<file path="src/rtl/common_fifo_ram_2w2r.sv">
// common_fifo_ram_2w2r: two-wide FWFT FIFO with reset preload (e.g. a 2-wide rename free list).
// Latency: a push is visible on dout one edge after the write; status is combinational from the pointers.
// Backpressure: none internally; the caller checks full/full2/empty/single. COMMON_FIFO_RAM_2W2R_GUARD_EN clips illegal lanes instead.
module common_fifo_ram_2w2r #(
  parameter int FIFO_DEPTH_LOG2 = 4,
  parameter int FIFO_WIDTH = 6,
  parameter logic [FIFO_DEPTH_LOG2:0] FIFO_RESET_STATE = (FIFO_DEPTH_LOG2+1)'(2**FIFO_DEPTH_LOG2),
  parameter logic [(2**FIFO_DEPTH_LOG2)*FIFO_WIDTH-1:0] FIFO_RESET_VALUE = {
    6'd0, 6'd1, 6'd2, 6'd3, 6'd4, 6'd5, 6'd6, 6'd7,
    6'd8, 6'd9, 6'd10, 6'd11, 6'd12, 6'd13, 6'd14, 6'd15}
) (
  input  logic                      clk,
  input  logic                      resetn,
  input  logic [FIFO_WIDTH-1:0]     din0,
  input  logic [FIFO_WIDTH-1:0]     din1,
  input  logic                      wen0,
  input  logic                      wen1,
  output logic [FIFO_WIDTH-1:0]     dout0,
  output logic [FIFO_WIDTH-1:0]     dout1,
  input  logic                      ren0,
  input  logic                      ren1,
  output logic [FIFO_DEPTH_LOG2:0]  fifo_count,
  output logic                      fifo_empty,
  output logic                      fifo_single,
  output logic                      fifo_full,
  output logic                      fifo_full2
);

  localparam int DEPTH = 2**FIFO_DEPTH_LOG2;
  localparam int AW = FIFO_DEPTH_LOG2;
  localparam int PW = FIFO_DEPTH_LOG2 + 1;
  localparam logic [PW-1:0] DEPTH_P = PW'(DEPTH);
  localparam logic [PW-1:0] ONE_P = PW'(1);

  logic [FIFO_WIDTH-1:0] mem [DEPTH];
  logic [PW-1:0] rptr;
  logic [PW-1:0] wptr;
  logic [PW-1:0] count;
  logic [AW-1:0] wa0;
  logic [AW-1:0] wa1;
  logic [AW-1:0] ra0;
  logic [AW-1:0] ra1;
  logic push0;
  logic push1;
  logic pop0;
  logic pop1;
  logic [1:0] npush;
  logic [1:0] npop;

  // Occupancy from the wrap-bit pointers; the extra bit separates full from empty.
  assign count = wptr - rptr;
  assign fifo_count = count;
  assign fifo_empty = (count == '0);
  assign fifo_single = (count <= ONE_P);
  assign fifo_full = (count == DEPTH_P);
  assign fifo_full2 = (count >= (DEPTH_P - ONE_P));

  // Lane addresses wrap independently inside the RAM index space.
  assign wa0 = wptr[AW-1:0];
  assign wa1 = wa0 + AW'(1);
  assign ra0 = rptr[AW-1:0];
  assign ra1 = ra0 + AW'(1);

  assign dout0 = mem[ra0];
  assign dout1 = mem[ra1];

`ifdef COMMON_FIFO_RAM_2W2R_GUARD_EN
  // Lanes are accepted against the pre-edge occupancy only: pops give no credit to pushes.
  assign push0 = wen0 & ~fifo_full;
  assign push1 = wen0 & wen1 & ~fifo_full2;
  assign pop0 = ren0 & ~fifo_empty;
  assign pop1 = ren0 & ren1 & ~fifo_single;
`else
  // Caller guarantees legality; lane 1 is only honoured alongside lane 0.
  assign push0 = wen0;
  assign push1 = wen0 & wen1;
  assign pop0 = ren0;
  assign pop1 = ren0 & ren1;
`endif

  assign npush = {1'b0, push0} + {1'b0, push1};
  assign npop = {1'b0, pop0} + {1'b0, pop1};

  // Pointer update: both advance on the same edge, reset restores the preload occupancy.
  always_ff @(posedge clk or negedge resetn) begin
    if (!resetn) begin
      rptr <= '0;
      wptr <= FIFO_RESET_STATE;
    end else begin
      rptr <= rptr + PW'(npop);
      wptr <= wptr + PW'(npush);
    end
  end

  // Storage: reset loads entry k from the packed preload, otherwise write the accepted lanes.
  always_ff @(posedge clk or negedge resetn) begin
    if (!resetn) begin
      for (int k = 0; k < DEPTH; k++) begin
        mem[k] <= FIFO_RESET_VALUE[(DEPTH-1-k)*FIFO_WIDTH +: FIFO_WIDTH];
      end
    end else begin
      if (push0) mem[wa0] <= din0;
      if (push1) mem[wa1] <= din1;
    end
  end

endmodule

</file>
<file path="config.mk">
export PLATFORM = sky130hd
export DESIGN_NAME = common_fifo_ram_2w2r
export DESIGN_NICKNAME = d
export VERILOG_FILES = /design/src/rtl/common_fifo_ram_2w2r.sv
export SDC_FILE = /design/constraint.sdc
export NUM_CORES = 1
export LEC_CHECK = 0
export CAP_MARGIN = 20
export CORE_MARGIN = 2
export CORE_UTILIZATION = 50
export DETAILED_ROUTE_END_ITERATION = 8
export MAX_ROUTING_LAYER = met4
export PLACE_DENSITY = 0.73
export SYNTH_ARGS = -nofsm -noshare
export SYNTH_HDL_FRONTEND = slang
export SYNTH_SLANG_ARGS = --single-unit
export TNS_END_PERCENT = 1
</file>
<file path="constraint.sdc">
create_clock -name clk -period 3.35 [get_ports clk]
set_input_delay 1.005 -clock clk [delete_from_list [all_inputs] [get_ports clk]]
set_output_delay 1.005 -clock clk [all_outputs]
set_load 0.02 [all_outputs]
</file>
==> impl_metrics.csv <==
group,metric,value,unit
detailed_routing,firstDrtPassIters,5,
sta,slew_headroom,47.4,%
critical_path,cp_top_family,"compound AO/OA/AOI/OAI gates",
status,status,"finished with violations",
sta,finalSetupViolCount,8,
final_layout,syn_to_final_growth,18.1,%
critical_path,setup.worst_path.start_class,"flip-flop",
synth,synth_area_leaders,"dfrtp_1 26%, mux2i_1 21%, dfstp_2 12%",
clock_network,holdBufCountCts,0,
critical_path,reg2reg_to,"mem[64]",
sta,hold_viol_final,0,
synth,synth_top_area_cell,"dfrtp_1",
status,violations,"negative setup slack",
global_route,grt_usage,29.7,%
global_route,antenna_found_initial,0,
synth,synth_nets,765,
power,power_density,1290,nW/um2
detailed_routing,vias,5919,
place,port_buffers,38,
hold_path,hold_path_depth,1,
synth,ys_types,44,
detailed_routing,drt_iter0_markers,545,
clock_network,cts_setup_buffers,0,
floorplanning,die_area,15100,um2
place,dp.cells,954,
critical_path,endpoint_kind,"primary output",
floorplanning,ios,39,
final_layout,antennaDiodeCount,0,
synth,seq_area_frac_synth,38.1,%
final_layout,layout_commonest_cell,"mux2i_1",
critical_path,critPathKind,"reg2out",
synth,yosysTopAreaCellShare,25.8,%
place,dpl_cell_area,7960,um2
critical_path,cpMostUsedCell,"inv_2",
power,max-vdd-ir-drop,0.000575,V
critical_path,slowest_stage,"dfrtp_1",
sta,clock.fmax,292,MHz
sta,max_slew.worst_pin.slew,0.787,ns
sta,drv_slew,0,
final_layout,nets,814,
job,cap_violations,0,
clock_network,cts_tree,"done",
clock_network,clk_path_buf_depth,2,
sta,layout_setup_ws,-0.0730,ns
floorplanning,initial_core_util,51.2,%
synth,yosys_warnings,0,
sta,rsz0062_at_grt,"yes",
hold_path,min-delay-start,"wptr[4]",
clock_network,clk_pin_slew,0.07,ns
sta,skew,0.00582,ns
place,dp_hpwl,15100,um
synth,async_flop_share,100,%
clock_network,cts_buffers,9,
detailed_routing,vias_per_cell,6.10,
power,power.total,10.8,mW
synth,synth_top_flop_cell,"dfrtp_1",
hold_path,hold_end,"wptr[4]",
detailed_routing,drcViolationCount,0,
synth,ys_ff_latch,106,
floorplanning,fp.coreArea,13800,um2
critical_path,crit_required,2.34,ns
critical_path,critPathArrivalTime,2.42,ns
critical_path,r2r-start,"wptr[1]",
global_route,grt.overflow.total,0,
synth,synth_edf_count,0,
floorplanning,rows,43,
global_route,grt_pass1_vias,5879,
floorplanning,dieHeight,123,um
critical_path,worst-path-buf-inv,5,
sta,finalCriticalPeriod,3.42,ns
final_layout,layout_common_cells,"149 x mux2i_1, 99 x nor2_1, 90 x a21oi_1",
place,routabilityCongestion,0.960,
synth,syn-instance-count,737,
clock_network,clock-sinks,106,
clock_network,clk_latency,0.36,ns
critical_path,reg2reg_depth,5,
critical_path,cpPeakStageDelay,0.39,ns
detailed_routing,drt_wl_total,20700,um
clock_network,cts-htree-levels,3,
detailed_routing,post_drt_wl_per_cell,21.3,um
global_route,grt_max_degree,47,
synth,syn-cell-area,7070,um2
place,preCtsSetupSlack,-0.260,ns
clock_network,cts_root_buf,"clkbuf_16",
floorplanning,chipWidth,123,um
sta,post-route-period-util,102,%
sta,hold_slack,0.494,ns
critical_path,reg2reg_setup_slack,1.22,ns
critical_path,worstPathCellList,"inv_2 -> ha_4 -> inv_2 -> fa_2 -> a21o_1 -> a21oi_2 -> xor2_2 -> inv_2 -> buf_4 -> a41o_1 -> buf_6",
power,leakagePower,3.77,nW
detailed_routing,ant_nets,0,
synth,syn_area_per_cell,9.60,um2
final_layout,fin_cells,971,
critical_path,critPathMaxFanout,3,
hold_path,worst_hold_path_type,"reg2reg",
final_layout,postLayoutCellArea,8350,um2
global_route,grt_pass1_wl,32700,um
final_layout,drive_above_1_share,22.9,%
## where the power goes
group,switching [mW],leakage [nW],internal [mW],total [mW]
combinational,3.63,2.41,3.30,6.92
clock,0.518,0.149,0.603,1.12
sequential,0.618,1.21,2.10,2.72
## cell usage after synthesis, drive strengths merged, types with 2 or more instances
cell,n
nor2,104
and3b,3
a21oi,91
or3,4
buf,27
a41o,7
mux4,18
a32oi,6
and2,6
and3,3
dfrtp,73
inv,14
dfstp,33
ha,7
xnor2,6
clkbuf,37
nand3,27
fa,3
or4b,3
a22oi,6
mux2i,150
a211oi,2
nor3,3
nand2,57
xor2,6
o21ai,13
nor2b,6
nand2b,3
a221oi,12
## worst reg2reg max path, delay by kind of cell (launching register included)
family,cells,cell delay [ns]
flops,1,0.45
simple gates,2,0.98
compound gates,1,0.10
mux,1,0.26
buf+inv,1,0.20
## through the flow
step	setup TNS [ns]	util [%]
2_1_floorplan	0	-
3_3_place_gp	-1.01	57.6
3_5_place_dp	-1.59	57.6
4_1_cts	-0.771	60.1
5_1_grt	-1.11	60.4
6_report	-0.283	60.4
## area by class of cell
cell class / instances / area [um2]
Fill cell: 1145 / 5470
Multi-Input combinational cell: 553 / 4140
Sequential cell: 106 / 2700
Timing Repair Buffer: 102 / 932
Clock buffer: 10 / 239
Tap cell: 180 / 225
Clock inverter: 6 / 65.1
Inverter: 14 / 52.6
## cells by family after synthesis
| logic type | Yosys count | synth area share (%) |
|---|---|---|
| simple gates | 223 | 14.2 |
| flops | 106 | 38.1 |
| buf+inv | 78 | 4.97 |
| mux | 168 | 27.2 |
| xor+xnor | 12 | 1.70 |
| fa+ha+maj | 10 | 2.09 |
| compound gates | 140 | 11.8 |
## repair_timing
item                                    4_1_cts  5_1_grt
gates resized for setup                      84       26
cloned                                        1        0
pin swaps                                     0        2
hold endpoints to repair                      0        0
endpoints found under the setup margin       19       19
## sequential cells by signal, indices dropped and copies added, names as in the netlist
| register | flops |
|---|---|
| rptr | 5 |
| wptr | 5 |
| mem | 96 |
## how the worst max path moves through the flow
stage | end | depth (start not counted) | from
detailed placement | fifo_single | 10 | wptr[0]
CTS | fifo_single | 10 | wptr[0]
floorplan | fifo_single | 10 | wptr[0]
global route | fifo_full2 | 11 | wptr[0]
finish | fifo_full2 | 11 | wptr[0]
global placement | fifo_single | 10 | wptr[0]
## per-layer routing
| metal | up-vias | GRT usage [%] | routed length (um) |
|---|---|---|---|
| li1 | 2720 | - | - |
| met1 | 2928 | 39.0 | 9060 |
| met2 | 237 | 46.7 | 10000 |
| met3 | 34 | 5.67 | 1210 |
| met4 | 0 | 9.34 | 352 |
| met5 | - | - | 0 |
No activity file was read; power rests on OpenSTA's default activity.
==> variant: new RTL, same settings <==
The option `COMMON_FIFO_RAM_2W2R_GUARD_EN` is turned on by a define.
--- a/src/rtl/common_fifo_ram_2w2r.sv
+++ b/src/rtl/common_fifo_ram_2w2r.sv
@@ -3,2 +3,4 @@
 // Backpressure: none internally; the caller checks full/full2/empty/single. COMMON_FIFO_RAM_2W2R_GUARD_EN clips illegal lanes instead.
+`define COMMON_FIFO_RAM_2W2R_GUARD_EN
+
 module common_fifo_ram_2w2r #(
Function: changed (a bounded check fails within 4 cycles, from zero or initial values and one cycle with resetn low).
==> variant against the original RTL <==
  * The run still ends with setup timing left
  * Combinational power grew 19%
  * Clock skew is 0.0072 ns higher
  * Sequential cell count is the same
  * Area after synthesis grew 1.3%
  * Critical path depth shrank 6
  * Non-clock buffer count up 6
  * Power increased by 12%
  * Design area rose by 4.2%
  * Setup slack lost 0.20 ns
  * Global-route usage increased by 5.1 points
  * Routed wire length rose by 19%
  * First-iteration DRC count rose by 50%
  * Critical endpoint is now dout0[2]
  * Largest cell class unchanged
==> variant: results <==
[detailed_routing]
dr.pass1.iters = 6
drtIter0Drc = 817
drt-vias-per-instance = 7.00

[sta]
tns_ns = -5.51
setup_viol_count_final = 45
setup_ws_ns = -0.269
clock_skew_ns = 0.0131

[outcome]
status = "complete, but fails checks"
failed_checks = "setup timing"

[place]
pre_cts_ws_ns = -0.348
dp.cells = 862
place.gp.congestion = 1.02

[setup_path]
reg2reg_depth = 19
r2r_slack_ns = -0.15
reg2reg_from = "wptr[0]"
critical_path.max_stage_delay_ns = 0.56

[final_layout]
stdcell_count = 890

[grt]
grt.total_usage = 0.347
grt_pass1_vias = 6275
grt_max_degree = 50

[power]
max-vdd-ir-drop_mv = 1.64

[synthesis]
synth.area.top_cells = "dfrtp_1 (25%), mux4_2 (19%), dfstp_2 (12%)"
syn_area_per_cell_sq_um = 11.1
syn-num-nets = 673
synth-seq-area-share = 0.376
[variant: area by class of cell]
| cell class | instances | area (sq um) |
|---|---|---|
| Tap cell | 180 | 225 |
| Timing Repair Buffer | 108 | 1040 |
| Inverter | 12 | 48.8 |
| Fill cell | 1080 | 5230 |
| Multi-Input combinational cell | 468 | 4390 |
| Clock buffer | 10 | 239 |
| Clock inverter | 6 | 67.6 |
| Sequential cell | 106 | 2700 |
[variant: through the flow]
| stage | power, mW | instance area [sq um] |
|---|---|---|
| finish | 12.1 | 8700 |
| global route | 12.6 | 8700 |
| CTS | 11.6 | 8570 |
| detailed placement | 10.1 | 8080 |
| global placement | 9.86 | 8080 |
| floorplan | 7.37 | 7240 |
[variant: report_power, final]
group,switching [mW],internal (mW),total (mW)
logic,4.09,4.16,8.25
clock network,0.552,0.548,1.10
registers,0.673,2.05,2.72
total,5.31,6.76,12.1
[variant: worst max-delay path, delay by kind of cell, from the launching register on]
family,cells,cell delay [ns]
buffers and inverters,3,0.74
flip-flops,1,0.44
multiplexers,2,1.06
[variant: timing repair]
item,in CTS,in global routing
cloned,2,1
endpoints found under the setup margin,21,92
pin swaps,8,8
buffers inserted,8,1
hold buffers,0,0
gates resized for setup,90,24
[variant: how the worst min path moves through the flow]
stage            start  cells past startpoint  slack [ns]       to
2_1_floorplan  mem[31]                      2        0.48  mem[31]
3_3_place_gp   wptr[4]                      1        0.50  wptr[4]
3_5_place_dp   rptr[3]                      1        0.51  rptr[3]
4_1_cts        rptr[3]                      1        0.53  rptr[3]
5_1_grt        rptr[3]                      1        0.55  rptr[3]
6_report       rptr[3]                      1        0.52  rptr[3]
[variant: cells by family (layout without fill, tap and decap cells)]
family                   after synthesis  after routing  share of synthesized area
AND/OR/NAND/NOR                      162            162                      0.108
AO/OA/AOI/OAI                        143            143                      0.129
multiplexers                         140            140                      0.311
flip-flops                           106            106                      0.376
buffers and inverters                 71            136                     0.0389
XOR/XNOR                              13             13                     0.0159
adder cells (fa/ha/maj)               10             10                     0.0206
[variant: routing by layer]
layer	wire, microns	global-route usage
met5	0	-
met4	1370	0.155
met3	3120	0.107
met2	11400	0.528
met1	8770	0.428
